==> config.mk <==
export PLATFORM = sky130hd
export DESIGN_NAME = fetch_unit_flat
export DESIGN_NICKNAME = d
export VERILOG_FILES = /design/src/rtl/cpu_types_pkg.sv /design/src/rtl/fetch_unit_if.sv /design/src/rtl/adder.sv /design/src/rtl/fetch_fifo.sv /design/src/rtl/fetch_unit.sv /design/src/flat_wrapper.sv
export SDC_FILE = /design/constraint.sdc
export NUM_CORES = 1
export LEC_CHECK = 0
export BUFFER_PORTS_ARGS = -buffer_cell sky130_fd_sc_hd__buf_2
export CORE_ASPECT_RATIO = 0.9
export CORE_MARGIN = 5
export CORE_UTILIZATION = 44
export CTS_CLUSTER_SIZE = 24
export DETAILED_ROUTE_END_ITERATION = 7
export PLACE_DENSITY = 0.65
export SYNTH_ARGS = -nofsm -noshare
export SYNTH_HDL_FRONTEND = slang
export SYNTH_HIERARCHICAL = 1
export SYNTH_SLANG_ARGS = --single-unit
==> constraint.sdc <==
create_clock -name CLK -period 3.35 [get_ports CLK]
set_clock_uncertainty 0.2 [all_clocks]
set_input_delay 0.335 -clock CLK [delete_from_list [all_inputs] [get_ports CLK]]
set_output_delay 0.335 -clock CLK [all_outputs]
set_load 0.01 [all_outputs]
==> src/rtl/cpu_types_pkg.sv <==
// Shared CPU types, extended with the fetch front-end state and buffer entry.
package cpu_types_pkg;

    typedef logic [31:0] word_t;

    localparam word_t WORD_BYTES = 32'd4;

    typedef enum logic [1:0] {
        FETCH  = 2'd0,
        STALL  = 2'd1,
        HALTED = 2'd2
    } fetch_state_t;

    typedef struct packed {
        word_t inst;
        word_t pc;
    } fetch_entry_t;

    function automatic word_t word_align(input word_t addr);
        return addr & ~32'h0000_0003;
    endfunction

endpackage

==> src/rtl/fetch_unit_if.sv <==
// Fetch unit bus: icache request/response, decode handshake, redirect/halt control.
interface fetch_unit_if #(
    parameter int DEPTH = 4
);
    import cpu_types_pkg::*;

    localparam int CW = $clog2(DEPTH + 1);

    logic          ihit;
    word_t         imemload;
    logic          imemREN;
    word_t         imemaddr;
    logic          redirect;
    word_t         redirect_pc;
    logic          halt;
    // Head entry moves to decode on a cycle where inst_valid && inst_ready;
    // inst_valid never depends on inst_ready except for the same-cycle bypass path.
    logic          inst_ready;
    logic          inst_valid;
    word_t         inst;
    word_t         inst_pc;
    word_t         inst_npc;
    logic [CW-1:0] count;
    logic          halted;
    fetch_state_t  state;

    modport master (
        input  ihit, imemload, redirect, redirect_pc, halt, inst_ready,
        output imemREN, imemaddr, inst_valid, inst, inst_pc, inst_npc,
               count, halted, state
    );

    modport slave (
        output ihit, imemload, redirect, redirect_pc, halt, inst_ready,
        input  imemREN, imemaddr, inst_valid, inst, inst_pc, inst_npc,
               count, halted, state
    );

endinterface

==> src/rtl/adder.sv <==
// Generic W-bit adder, wraps modulo 2^W.
module adder #(
    parameter int W = 32
) (
    input  logic [W-1:0] a_i,
    input  logic [W-1:0] b_i,
    output logic [W-1:0] sum_o
);

    assign sum_o = a_i + b_i;

endmodule

==> src/rtl/fetch_fifo.sv <==
// Circular instruction buffer of fetch entries; flush overrides push and pop.
module fetch_fifo
    import cpu_types_pkg::*;
#(
    parameter int DEPTH = 4,
    localparam int AW = $clog2(DEPTH),
    localparam int CW = $clog2(DEPTH + 1)
) (
    input  logic          clk,
    input  logic          rst_n,
    input  logic          push_i,
    input  logic          pop_i,
    input  logic          flush_i,
    input  fetch_entry_t  wdata_i,
    output fetch_entry_t  rdata_o,
    output logic [CW-1:0] count_o,
    output logic          empty_o
);

    localparam logic [CW-1:0] FULL_COUNT = CW'(DEPTH);

    fetch_entry_t  mem_q [DEPTH];
    logic [AW-1:0] wptr_q, wptr_d;
    logic [AW-1:0] rptr_q, rptr_d;
    logic [CW-1:0] count_q, count_d;
    logic          do_push, do_pop;

    assign empty_o = (count_q == '0);
    assign do_push = push_i && (count_q != FULL_COUNT) && !flush_i;
    assign do_pop  = pop_i && !empty_o && !flush_i;

    always_comb begin
        wptr_d  = wptr_q;
        rptr_d  = rptr_q;
        count_d = count_q;
        if (flush_i) begin
            wptr_d  = '0;
            rptr_d  = '0;
            count_d = '0;
        end else begin
            // DEPTH is a power of two, so pointer increments wrap on their own.
            if (do_push) wptr_d = wptr_q + AW'(1);
            if (do_pop)  rptr_d = rptr_q + AW'(1);
            count_d = count_q + CW'(do_push) - CW'(do_pop);
        end
    end

    always_ff @(posedge clk or negedge rst_n) begin
        if (!rst_n) begin
            wptr_q  <= '0;
            rptr_q  <= '0;
            count_q <= '0;
            for (int i = 0; i < DEPTH; i++) mem_q[i] <= '0;
        end else begin
            wptr_q  <= wptr_d;
            rptr_q  <= rptr_d;
            count_q <= count_d;
            if (do_push) mem_q[wptr_q] <= wdata_i;
        end
    end

    assign rdata_o = mem_q[rptr_q];
    assign count_o = count_q;

endmodule

==> src/rtl/fetch_unit.sv <==
// Decoupled instruction fetch: owns the PC, requests from icache, buffers for decode.
// Optional same-cycle icache-to-decode bypass when FETCH_BYPASS_EN is defined.
module fetch_unit
    import cpu_types_pkg::*;
#(
    parameter word_t PC_INIT = '0,
    parameter int    DEPTH   = 4
) (
    input logic          CLK,
    input logic          nRST,
    fetch_unit_if.master bus
);

    localparam int            CW         = $clog2(DEPTH + 1);
    localparam logic [CW-1:0] FULL_COUNT = CW'(DEPTH);

    fetch_state_t  state_q, state_d;
    word_t         fetch_pc_q, fetch_pc_d;
    logic          ren_q;
    word_t         pc_plus4, head_pc, head_npc;
    logic          redirect_ok, hit_taken, bypass, push, pop, fifo_empty;
    logic [CW-1:0] fifo_count, count_next;
    fetch_entry_t  push_entry, head;

    adder #(.W(32)) u_pc_inc  (.a_i(fetch_pc_q), .b_i(WORD_BYTES), .sum_o(pc_plus4));
    adder #(.W(32)) u_npc_inc (.a_i(head_pc),    .b_i(WORD_BYTES), .sum_o(head_npc));

    assign redirect_ok = bus.redirect && (state_q != HALTED);
    // ren_q is only high in FETCH, so a taken hit cannot coincide with HALTED.
    assign hit_taken   = ren_q && bus.ihit && !redirect_ok;

`ifdef FETCH_BYPASS_EN
    assign bypass = fifo_empty && bus.ihit && ren_q && bus.inst_ready && !bus.redirect;
`else
    assign bypass = 1'b0;
`endif

    assign push       = hit_taken && !bypass;
    assign pop        = !fifo_empty && bus.inst_ready && !redirect_ok;
    assign push_entry = '{inst: bus.imemload, pc: fetch_pc_q};
    assign count_next = redirect_ok ? '0 : (fifo_count + CW'(push) - CW'(pop));

    fetch_fifo #(.DEPTH(DEPTH)) u_fifo (
        .clk     (CLK),
        .rst_n   (nRST),
        .push_i  (push),
        .pop_i   (pop),
        .flush_i (redirect_ok),
        .wdata_i (push_entry),
        .rdata_o (head),
        .count_o (fifo_count),
        .empty_o (fifo_empty)
    );

    always_comb begin
        state_d    = state_q;
        fetch_pc_d = fetch_pc_q;
        if (redirect_ok) begin
            state_d    = FETCH;
            fetch_pc_d = word_align(bus.redirect_pc);
        end else begin
            if (hit_taken) fetch_pc_d = pc_plus4;
            unique case (state_q)
                FETCH, STALL: begin
                    if (bus.halt)                       state_d = HALTED;
                    else if (count_next == FULL_COUNT)  state_d = STALL;
                    else                                state_d = FETCH;
                end
                HALTED:  state_d = HALTED;
                default: state_d = FETCH;
            endcase
        end
    end

    // imemREN is registered so it stays low through reset and rises on the first edge after.
    always_ff @(posedge CLK or negedge nRST) begin
        if (!nRST) begin
            state_q    <= FETCH;
            fetch_pc_q <= PC_INIT;
            ren_q      <= 1'b0;
        end else begin
            state_q    <= state_d;
            fetch_pc_q <= fetch_pc_d;
            ren_q      <= (state_d == FETCH);
        end
    end

    assign head_pc        = bypass ? fetch_pc_q : head.pc;
    assign bus.imemREN    = ren_q;
    assign bus.imemaddr   = fetch_pc_q;
    assign bus.inst_valid = bypass || !fifo_empty;
    assign bus.inst       = bypass ? bus.imemload : head.inst;
    assign bus.inst_pc    = head_pc;
    assign bus.inst_npc   = head_npc;
    assign bus.count      = fifo_count;
    assign bus.halted     = (state_q == HALTED);
    assign bus.state      = state_q;

endmodule

==> src/flat_wrapper.sv <==
// flat-port wrapper written by rule: the top's interface ports become plain ports
module fetch_unit_flat import cpu_types_pkg::*;
#(
    parameter word_t PC_INIT = '0,
    parameter int    DEPTH   = 4
)
  (CLK, nRST, bus_ihit, bus_imemload, bus_redirect, bus_redirect_pc, bus_halt, bus_inst_ready, bus_imemREN, bus_imemaddr, bus_inst_valid, bus_inst, bus_inst_pc, bus_inst_npc, bus_count, bus_halted, bus_state);
  fetch_unit_if #(.DEPTH(DEPTH)) bus_i ();
  input logic CLK;
  input logic nRST;
  input wire logic [$bits(bus_i.ihit)-1:0] bus_ihit;
  input wire logic [$bits(bus_i.imemload)-1:0] bus_imemload;
  input wire logic [$bits(bus_i.redirect)-1:0] bus_redirect;
  input wire logic [$bits(bus_i.redirect_pc)-1:0] bus_redirect_pc;
  input wire logic [$bits(bus_i.halt)-1:0] bus_halt;
  input wire logic [$bits(bus_i.inst_ready)-1:0] bus_inst_ready;
  output wire logic [$bits(bus_i.imemREN)-1:0] bus_imemREN;
  output wire logic [$bits(bus_i.imemaddr)-1:0] bus_imemaddr;
  output wire logic [$bits(bus_i.inst_valid)-1:0] bus_inst_valid;
  output wire logic [$bits(bus_i.inst)-1:0] bus_inst;
  output wire logic [$bits(bus_i.inst_pc)-1:0] bus_inst_pc;
  output wire logic [$bits(bus_i.inst_npc)-1:0] bus_inst_npc;
  output wire logic [$bits(bus_i.count)-1:0] bus_count;
  output wire logic [$bits(bus_i.halted)-1:0] bus_halted;
  output wire logic [$bits(bus_i.state)-1:0] bus_state;
  assign bus_i.ihit = bus_ihit;
  assign bus_i.imemload = bus_imemload;
  assign bus_i.redirect = bus_redirect;
  assign bus_i.redirect_pc = bus_redirect_pc;
  assign bus_i.halt = bus_halt;
  assign bus_i.inst_ready = bus_inst_ready;
  assign bus_imemREN = bus_i.imemREN;
  assign bus_imemaddr = bus_i.imemaddr;
  assign bus_inst_valid = bus_i.inst_valid;
  assign bus_inst = bus_i.inst;
  assign bus_inst_pc = bus_i.inst_pc;
  assign bus_inst_npc = bus_i.inst_npc;
  assign bus_count = bus_i.count;
  assign bus_halted = bus_i.halted;
  assign bus_state = bus_i.state;
  fetch_unit #(.PC_INIT(PC_INIT), .DEPTH(DEPTH)) u_core (.CLK(CLK), .nRST(nRST), .bus(bus_i));
endmodule
==> results of run 1 <==
[area by class of cell]
type | instances | share of cell area
sequential | 298 | 0.332
multi-input combinational | 977 | 0.453
clock inverter | 15 | 0.0106
timing repair buffer | 382 | 0.126
inverter | 23 | 0.00385
clock buffer | 46 | 0.0440
antenna | 1 | 0.000111
tap | 540 | 0.0301
[metrics by stage]
| step | power, mW | instance area (um2) | hold WS (ns) |
|---|---|---|---|
| 5_1_grt | 22.3 | 22400 | 0.0523 |
| 3_3_place_gp | 15.9 | 20000 | 0.141 |
| 4_1_cts | 20.7 | 22100 | 0.0288 |
| 3_5_place_dp | 16.1 | 20000 | 0.151 |
| 6_report | 21.0 | 22500 | 0.0538 |
| 2_1_floorplan | 12.7 | 18300 | -0.161 |
[cell families after synthesis]
group                      Yosys count  share of synthesized area
muxes                              353                      0.310
DFF                                298                      0.415
and+or+nand+nor                    195                     0.0556
other                                2                   0.000418
AOI/OAI and AO/OA                  225                     0.0852
adders and majority gates           74                     0.0533
xor gates and xnor gates            64                     0.0321
buffers and inverters               98                     0.0486
[worst max-delay path, stage by stage (launching register included)]
cell and delay, ns:
dfrtp_4 0.46, buf_12 0.14, mux4_2 0.56, ha_4 0.26, o21a_1 0.18, o211ai_1 0.17
o21bai_4 0.18, a22oi_4 0.12, a311oi_4 0.27, buf_4 0.18, nor4_1 0.05, or3_4 0.33
buf_6 0.13
[layout by cell type (no fill, tap or decap), types with 44 or more instances in the layout]
cell type,synthesis,layout
a21oi_1,58,51
buf_2,12,191
buf_4,1,89
conb_1,2,66
dfrtp_1,298,296
dlygate4sd3_1,0,65
ha_1,70,66
mux2_4,240,240
mux4_2,64,64
nand3_1,46,44
[path summary, 6_finish.rpt]
check / end / depth (start not counted) / start / slack [ns]
max: bus_inst_npc[31] / 12 / u_core/u_fifo/rptr_q[0]$_DFFE_PN0P_ / -0.75
min: u_core/bus.imemaddr[0]$_DFFE_PN0P_ / 3 / bus_redirect / 0.05
max reg2reg: u_core/bus.imemaddr[29]$_DFFE_PN0P_ / 10 / u_core/bus.imemaddr[3]$_DFFE_PN0P_ / 0.35
min reg2reg: u_core/u_fifo/mem_q[127]$_DFFE_PN0P_ / 1 / u_core/u_fifo/mem_q[127]$_DFFE_PN0P_ / 0.28
max in group asynchronous: u_core/u_fifo/rptr_q[0]$_DFFE_PN0P_ / 3 / nRST / 1.88
min in group asynchronous: u_core/u_fifo/mem_q[94]$_DFFE_PN0P_ / 2 / nRST / 0.17
[flip-flops by register name, indices dropped and copies added (netlist names)]
register	cells
u_core/u_fifo/mem_q	256
u_core/bus.imemaddr	32
u_core/u_fifo/count_o	3
u_core/bus.state	2
u_core/u_fifo/rptr_q	2
u_core/u_fifo/wptr_q	2
u_core/bus.imemREN	1
[routing by layer]
metal,GRT usage,share of wire,vias up
li1,-,-,5619
met5,0,0,-
met4,0.0637,0.026,0
met3,0.0308,0.042,71
met2,0.314,0.46,285
met1,0.289,0.47,6145
[power groups by stage]
stage | registers (mW) | logic, mW | clock network, mW
floorplan | 5.78 | 6.93 | 0
global placement | 6.10 | 9.77 | 0
detailed placement | 6.17 | 9.91 | 0
CTS | 6.11 | 10.3 | 4.21
global route | 6.31 | 11.6 | 4.35
finish | 6.13 | 10.8 | 4.09
[timing repair]
item,in CTS,in global routing
endpoints found under the setup margin,28,28
hold buffers,65,0
endpoints found under the hold margin,233,0
setup buffers,7,11
resized for setup,35,46
pin swaps,14,28
==> qor.yml, run 1 <==
drt-total-wl_um: 46000
outcome: "complete, but fails checks"
setup_slack_ns: -0.751
synth.yosys.seq_area_share: 0.415
power_density_nw_per_um2: 935
num_vias: 12100
dp_slack_ns: -0.329
p_switching_mw: 7.85
ys.flop_type: "dfrtp_1"
period_share: 1.22
wl_per_cell_um: 20.1
fillers: 3287
synth_edf_count: 0
yosys_warnings: 6
clockPowerShare: 0.195
tns_ns: -13.62
final_net_count: 1861
core_um2: 40500
min_period_ns: 4.10
holdCritPathClass: "primary input to flip-flop"
synth.most_common_cell: "dfrtp_1"
grt_overflow_total: 0
slew_headroom: 0.603
cts-root-buf: "clkbuf_16"
cp_max_fo: 7
vdd_drop_max_mv: 0.538
area_growth_pct: 25.1
core.rowCount: 70
grt_start_max_net_pins: 83
first_pass_iters: 7
clk_latency_ns: 0.54
ys_ff_latch: 298
cp.arrival_ns: 3.57
vias_per_cell: 5.31
pin_count: 206
die_h_um: 202
setup_viol: 26
syn_area_per_cell_um2: 13.7
initial_core_util: 0.444
async_flop_share: 1.00
layout.cells.non_filler: 2282
report.final.slew_viol_count: 0
crit_path_start_kind: "flip-flop"
drt_iter0_markers: 759
syn_area_um2: 18000
cts_max_level: 2
gp_congestion: 0.923
grt_pass1_vias: 12900
seqCellArea_um2: 7460
syn_inst: 1309
tightest_slew_ns: 0.596
hpwl_um: 31800
hold_viol: 0
synth.top_cell.area_share: 0.415
switching_share: 0.374
synth.top_cells.by_count: "dfrtp_1, mux2_4, ha_1, mux4_2, a21oi_1"
end_kind: "primary output"
power.internal_mw: 13.2
critPathKind: "flip-flop to primary output"
cts.sinks: 298
maxCapViolations: 0
antenna_found_initial: 0
seqPwrFrac: 0.292
synth_area_leaders: "dfrtp_1, mux2_4, mux4_2, ha_1, buf_12"
numPlacedInstances: 2140
synth_largest_area_cell: "dfrtp_1"
path_clk_slew_ns: 0.06
numCtsBuffers: 35
ant_nets: 0
grt_pass1_wl_um: 73000
track_usage: 0.201
fin_util: 0.555
clk_path_buf_depth: 3
drc: 0
dieArea_um2: 44900
multiInputGateArea_um2: 10200
numPortBuffers: 203
final_layout_size_suffix_gt1_frac: 0.433
die_w_um: 223
cp.required_ns: 2.81
violations: "negative setup slack"
power_frac_comb: 0.513
leakagePower_nw: 11.0
rsz0062_at_grt: "yes"
cts_tree: "done"
fmax_mhz: 244
synth_cell_types: 81
Power figures use the tool's default switching activity.
==> inputs of run 2 (changes only) <==
--- a/config.mk
+++ b/config.mk
@@ -9,9 +9,11 @@
 export CORE_ASPECT_RATIO = 0.9
 export CORE_MARGIN = 5
 export CORE_UTILIZATION = 44
+export CTS_BUF_LIST = sky130_fd_sc_hd__clkbuf_8 sky130_fd_sc_hd__clkbuf_16
 export CTS_CLUSTER_SIZE = 24
 export DETAILED_ROUTE_END_ITERATION = 7
 export PLACE_DENSITY = 0.65
+export REMOVE_ABC_BUFFERS = 1
 export SYNTH_ARGS = -nofsm -noshare
 export SYNTH_HDL_FRONTEND = slang
 export SYNTH_HIERARCHICAL = 1
==> qor.yml, run 2 (synthesized netlist as in run 1, its figures left out) <==
area_growth_pct: 27.2
final_net_count: 1890  # +1.6%
cts_tree: "done"
regMostFlops: "u_core/u_fifo/mem_q"
grt_pass1_wl_um: 72600  # -0.53%
cp.required_ns: 2.81  # about the same
grt_start_max_net_pins: 93  # +12%
holdCritPathClass: "primary input to flip-flop"
cp_max_fo: 5  # -2
clk_path_buf_depth: 3  # unchanged
critPathMaxStageDelay_ns: 0.57  # about the same
rr_endpoint: "u_core/bus.imemaddr[29]$_DFFE_PN0P_"
dieArea_um2: 44900  # unchanged
p_total_mw: 21.2  # +0.84%
hpwl_um: 32000  # +0.69%
slew_headroom: 0.580  # -0.0228
maxCapViolations: 0  # unchanged
gp_congestion: 0.897  # -2.8%
fin_util: 0.565  # +0.00968
crit_buf_inv: 1  # -2
cp.arrival_ns: 3.54  # -0.03 ns
track_usage: 0.199  # -0.00189
drt-total-wl_um: 46000  # about the same
final_common_cell: "dfrtp_1"
critPathTopFamily: "compound AO/OA/AOI/OAI gates"
report.final.slew_viol_count: 0  # unchanged
period_share: 1.22  # -0.00870
num_vias: 12300  # +1.8%
hold_viol: 0  # unchanged
numPlacedInstances: 2161  # +0.98%
min-delay-start: "bus_redirect"
fmax_mhz: 246  # +0.72%
initial_core_util: 0.444  # unchanged
leakagePower_nw: 11.2  # +1.3%
grt_overflow_total: 0  # unchanged
die_w_um: 223  # unchanged
drc: 0  # unchanged
holdWs_ns: 0.166  # +0.113 ns
critPathKind: "flip-flop to primary output"
clk_latency_ns: 0.54  # about the same
reg2reg_from: "u_core/bus.imemaddr[3]$_DFFE_PN0P_"
layout.cells.non_filler: 2313  # +1.4%
setup_slack_ns: -0.722  # +0.0292 ns
tns_ns: -11.12  # +2.50 ns
cts.sinks: 298  # unchanged
core_um2: 40500  # unchanged
vias_per_cell: 5.33  # +0.43%
hold_depth: 5  # +2
numPortBuffers: 203  # unchanged
first_pass_iters: 7  # unchanged
largest_reg_flops: 256  # unchanged
die_h_um: 202  # unchanged
fillers: 3309  # +0.67%
wl_per_cell_um: 19.9  # -1.4%
multiInputGateArea_um2: 10400  # +1.7%
seqCellArea_um2: 7460  # about the same
antenna_found_initial: 0  # unchanged
rsz0062_at_grt: "yes"
path_clk_slew_ns: 0.06  # about the same
outcome: "complete, but fails checks"
rrSetupSlack_ns: 0.35  # about the same
crit_path_cell_trace: "mux4_2, ha_4, o211ai_1, o21ai_2, o21bai_4, a22oi_4, a311oi_4, o311a_1, or3_1, buf_2"
setup_viol: 25  # -3.8%
min_to: "u_core/u_fifo/wptr_q[1]$_DFFE_PN0P_"
layout_common_cells: "dfrtp_1, mux2_4, buf_2"
ant_nets: 0  # unchanged
min_period_ns: 4.07  # -0.0292 ns
end_kind: "primary output"
final_layout_size_suffix_gt1_frac: 0.450  # +0.0176
crit_path_start_kind: "flip-flop"
cts-root-buf: "clkbuf_16"
vdd_drop_max_mv: 0.484  # -9.9%
critical_path.slowest_cell: "mux4_2"
core.rowCount: 70  # unchanged
power_density_nw_per_um2: 927  # -0.89%
violations: "negative setup slack"
antenna_cells: 0  # -1
grt_pass1_vias: 13100  # +1.9%
drt_iter0_markers: 764  # +0.66%
numCtsBuffers: 36  # +2.9%
tightest_slew_ns: 0.630  # +0.0342 ns
pin_count: 206  # unchanged
cts_max_level: 2  # unchanged
rr_worst_depth: 10  # unchanged
run 2: cell count changes in the layout (fill, tap and decap cells not counted), sizes merged:
cell,change
buf,+28
inv,+6
clkbuf,-3
bufinv,-2
clkinv,+2
clkinvlp,+1
diode,-1
run 2: area by class of cell:
cell class	count	share of cell area
tap	540	0.0296
sequential	298	0.327
multi-input combinational	977	0.453
clock inverter	22	0.00975
timing repair buffer	410	0.133
inverter	23	0.00378
clock buffer	43	0.0442
run 2: per-layer routing:
| metal | track usage | wire length, um |
|---|---|---|
| met4 | 0.0648 | 1440 |
| met2 | 0.329 | 21800 |
| met3 | 0.0331 | 1590 |
| met5 | 0 | 0 |
| met1 | 0.268 | 21100 |
run 2: where the power goes:
group,switching [mW],internal (mW)
Combinational,5.12,5.93
Clock,1.57,2.46
Sequential,1.16,4.94
run 2: how the worst max path moves through the flow:
stage | end | slack [ns] | cells after the start | start
floorplan | bus_inst_npc[31] | -2.34 | 9 | u_core/u_fifo/rptr_q[0]$_DFFE_PN0P_
global placement | bus_inst_npc[31] | -0.18 | 11 | u_core/u_fifo/rptr_q[0]$_DFFE_PN0P_
detailed placement | bus_inst_npc[31] | -0.20 | 11 | u_core/u_fifo/rptr_q[0]$_DFFE_PN0P_
CTS | bus_inst_npc[31] | -0.75 | 10 | u_core/u_fifo/rptr_q[0]$_DFFE_PN0P_
global route | bus_inst_npc[31] | -0.85 | 10 | u_core/u_fifo/rptr_q[0]$_DFFE_PN0P_
finish | bus_inst_npc[31] | -0.72 | 10 | u_core/u_fifo/rptr_q[0]$_DFFE_PN0P_
run 2: worst register-to-register path, cell delays in order, from the launching register on:
cell     delay (ns)
dfrtp_1        0.48
ha_1           0.41
a21o_1         0.19
a21oi_2        0.15
a21oi_1        0.16
o31ai_2        0.40
o21ai_1        0.24
a31oi_1        0.31
xnor2_1        0.16
mux2i_1        0.10
o21ai_1        0.13
run 2: repair_timing:
action	4_1_cts	5_1_grt
cloned	1	0
resized for setup	74	22
hold buffers	65	0
endpoints found under the setup margin	27	27
setup buffers	15	9
endpoints found under the hold margin	235	0
pin swaps	35	27
run 2: through the flow:
stage / worst slack (ns) / cell area (um2)
2_1_floorplan: -2.34 / 17400
3_3_place_gp: -0.176 / 20200
3_5_place_dp: -0.204 / 20200
4_1_cts: -0.747 / 22700
5_1_grt: -0.850 / 22800
6_report: -0.722 / 22800
==> inputs of run 3 (changes only) <==
--- a/config.mk
+++ b/config.mk
@@ -18,3 +18,4 @@
 export SYNTH_HDL_FRONTEND = slang
 export SYNTH_HIERARCHICAL = 1
 export SYNTH_SLANG_ARGS = --single-unit
+export TNS_END_PERCENT = 20
==> qor.yml, run 3 (synthesized netlist as in run 1, its figures left out) <==
outcome: "complete, but fails checks"
violations: "negative setup slack"
grt_pass1_wl_um: 72100  # -0.71%
regMostFlops: "u_core/u_fifo/mem_q"
final_common_cell: "dfrtp_1"
startpoint: "u_core/u_fifo/rptr_q[0]$_DFFE_PN0P_"
fmax_mhz: 247  # +0.47%
final_layout_size_suffix_gt1_frac: 0.442  # -0.00811
cts_max_level: 2  # unchanged
grt_start_max_net_pins: 93  # unchanged
hpwl_um: 32000  # unchanged
cts_tree: "done"
maxCapViolations: 0  # unchanged
cts-root-buf: "clkbuf_16"
ant_nets: 0  # unchanged
cp.arrival_ns: 3.52  # -0.02 ns
hold_depth: 5  # unchanged
gp_congestion: 0.897  # unchanged
seqPwrFrac: 0.291  # +0.003
hold_viol: 0  # unchanged
use_met1: 0.267  # -0.00113
critPathMaxStageDelay_ns: 0.57  # about the same
holdWs_ns: 0.167  # +0.000613 ns
min-delay-start: "bus_redirect"
path_clk_slew_ns: 0.06  # about the same
die_h_um: 202  # unchanged
die_w_um: 223  # unchanged
min_period_ns: 4.05  # -0.0189 ns
drt-total-wl_um: 45800  # -0.40%
crit_path_cell_trace: "mux4_2, ha_4, o211ai_1, o21ai_2, o21bai_4, a22oi_4, a311oi_4, o311a_1, or3_1, buf_2"
p_switching_mw: 7.78  # -0.84%
rr_endpoint: "u_core/bus.imemaddr[31]$_DFFE_PN0P_"
setup_slack_ns: -0.703  # +0.0189 ns
antenna_found_initial: 0  # unchanged
holdCritPathClass: "primary input to flip-flop"
power_density_nw_per_um2: 926  # -0.16%
tightest_slew_ns: 0.633  # +0.00252 ns
numPortBuffers: 203  # unchanged
cts.sinks: 298  # unchanged
grt.met2_usage: 0.327  # -0.00207
dieArea_um2: 44900  # unchanged
initial_core_util: 0.444  # unchanged
cp_max_fo: 5  # unchanged
met3_usage: 0.0330  # -0.000146
min_to: "u_core/u_fifo/wptr_q[1]$_DFFE_PN0P_"
grt_most_used_layer: "met2"
crit_path_start_kind: "flip-flop"
period_share: 1.21  # -0.00563
clockPowerShare: 0.192  # +0.002
wl_per_cell_um: 19.9  # +0.25%
num_vias: 12300  # -0.59%
reg2reg_from: "u_core/bus.imemaddr[3]$_DFFE_PN0P_"
fillers: 3342  # +1.0%
leakagePower_nw: 11.1  # -0.89%
rr_worst_depth: 10  # unchanged
fin_util: 0.560  # -0.00495
end_kind: "primary output"
drc: 0  # unchanged
grt_pass1_vias: 13000  # -0.81%
critPathKind: "flip-flop to primary output"
first_pass_iters: 5  # -2
rrSetupSlack_ns: 0.33  # -0.02 ns
seqCellArea_um2: 7460  # unchanged
setup_viol: 25  # unchanged
switching_share: 0.371  # +0.000730
pin_count: 206  # unchanged
core.rowCount: 70  # unchanged
clk_path_buf_depth: 3  # unchanged
drt_iter0_markers: 773  # +1.2%
core_um2: 40500  # unchanged
layout_common_cells: "dfrtp_1, mux2_4, buf_2"
largest_reg_flops: 256  # unchanged
numCtsBuffers: 36  # unchanged
track_usage: 0.197  # -0.00146
vias_per_cell: 5.34  # about the same
report.final.slew_viol_count: 0  # unchanged
cp.required_ns: 2.81  # about the same
rsz0062_at_grt: "yes"
antenna_cells: 0  # unchanged
power_frac_comb: 0.517  # -0.005
power.internal_mw: 13.2  # -1.1%
area_growth_pct: 26.1
clk_latency_ns: 0.54  # about the same
slew_headroom: 0.578  # -0.00168
grt_overflow_total: 0  # unchanged
multiInputGateArea_um2: 10300  # -0.52%
critical_path.slowest_cell: "mux4_2"
vdd_drop_max_mv: 0.485  # about the same
final_net_count: 1875  # -0.79%
[run 3: changes by cell type in the layout (fill, tap and decap cells not counted), moves of 2 or more]
cell / before / now
buf_4: 119 / 114
a21oi_2: 7 / 5
o21ai_2: 5 / 3
a21oi_1: 51 / 53
o21ai_0: 26 / 28
nand2_1: 41 / 43
buf_6: 15 / 4
[run 3: how the worst max path moves through the flow]
stage               cells after the start  slack, ns          endpoint
floorplan                               9      -2.34  bus_inst_npc[31]
global placement                       11      -0.18  bus_inst_npc[31]
detailed placement                     11      -0.20  bus_inst_npc[31]
CTS                                    10      -0.75  bus_inst_npc[31]
global route                           10      -0.84  bus_inst_npc[31]
finish                                 10      -0.70  bus_inst_npc[31]
[run 3: stage by stage]
stage / total power, mW / area (um2) / TNS (ns) / std cells / setup WS (ns)
6_report: 21.0 / 22600 / -10.79 / 2298 / -0.703
5_1_grt: 22.2 / 22600 / -14.32 / 2298 / -0.844
4_1_cts: 20.7 / 22500 / -11.82 / 2295 / -0.753
3_5_place_dp: 16.1 / 20200 / -1.68 / 2161 / -0.204
3_3_place_gp: 16.0 / 20200 / -1.17 / 2161 / -0.176
2_1_floorplan: 12.5 / 17400 / -95.94 / 1298 / -2.34
[run 3: layer usage]
metal	vias up	routed length, um	share of wire
li1	5655	-	-
met4	0	1370	0.030
met3	80	1560	0.034
met2	237	21800	0.48
met5	-	0	0
met1	6292	21000	0.46
[run 3: power groups by stage]
stage          Clock [mW]  Combinational, mW  Sequential, mW
3_5_place_dp            0               10.0            6.11
4_1_cts              4.14               10.5            6.09
3_3_place_gp            0               9.91            6.05
2_1_floorplan           0               6.45            6.05
6_report             4.03               10.8            6.10
5_1_grt              4.30               11.7            6.29
[run 3: layout make-up]
| type | instances | share of cell area |
|---|---|---|
| clock buffers | 43 | 0.0445 |
| clock inverters | 22 | 0.00984 |
| inverters | 23 | 0.00381 |
| multi-input cells | 977 | 0.455 |
| flip-flops and latches | 298 | 0.330 |
| well taps | 540 | 0.0298 |
| repair buffers | 395 | 0.127 |
[run 3: what timing repair did]
| item | in CTS | in global routing |
|---|---|---|
| endpoints found under the hold margin | 235 | 0 |
| gates resized for setup | 45 | 25 |
| setup endpoints to repair | 27 | 26 |
| pin swaps | 16 | 20 |
| setup buffers | 4 | 2 |
| gates cloned | 0 | 1 |
| hold buffers | 65 | 0 |
[run 3: worst max-delay path, delay by kind of cell, from the launching register on]
family / cells / cell delay, ns
compound gates: 6 / 1.14
flops: 1 / 0.48
simple gates: 1 / 0.33
fa+ha+maj: 1 / 0.29
buf+inv: 1 / 0.14
mux: 1 / 0.57
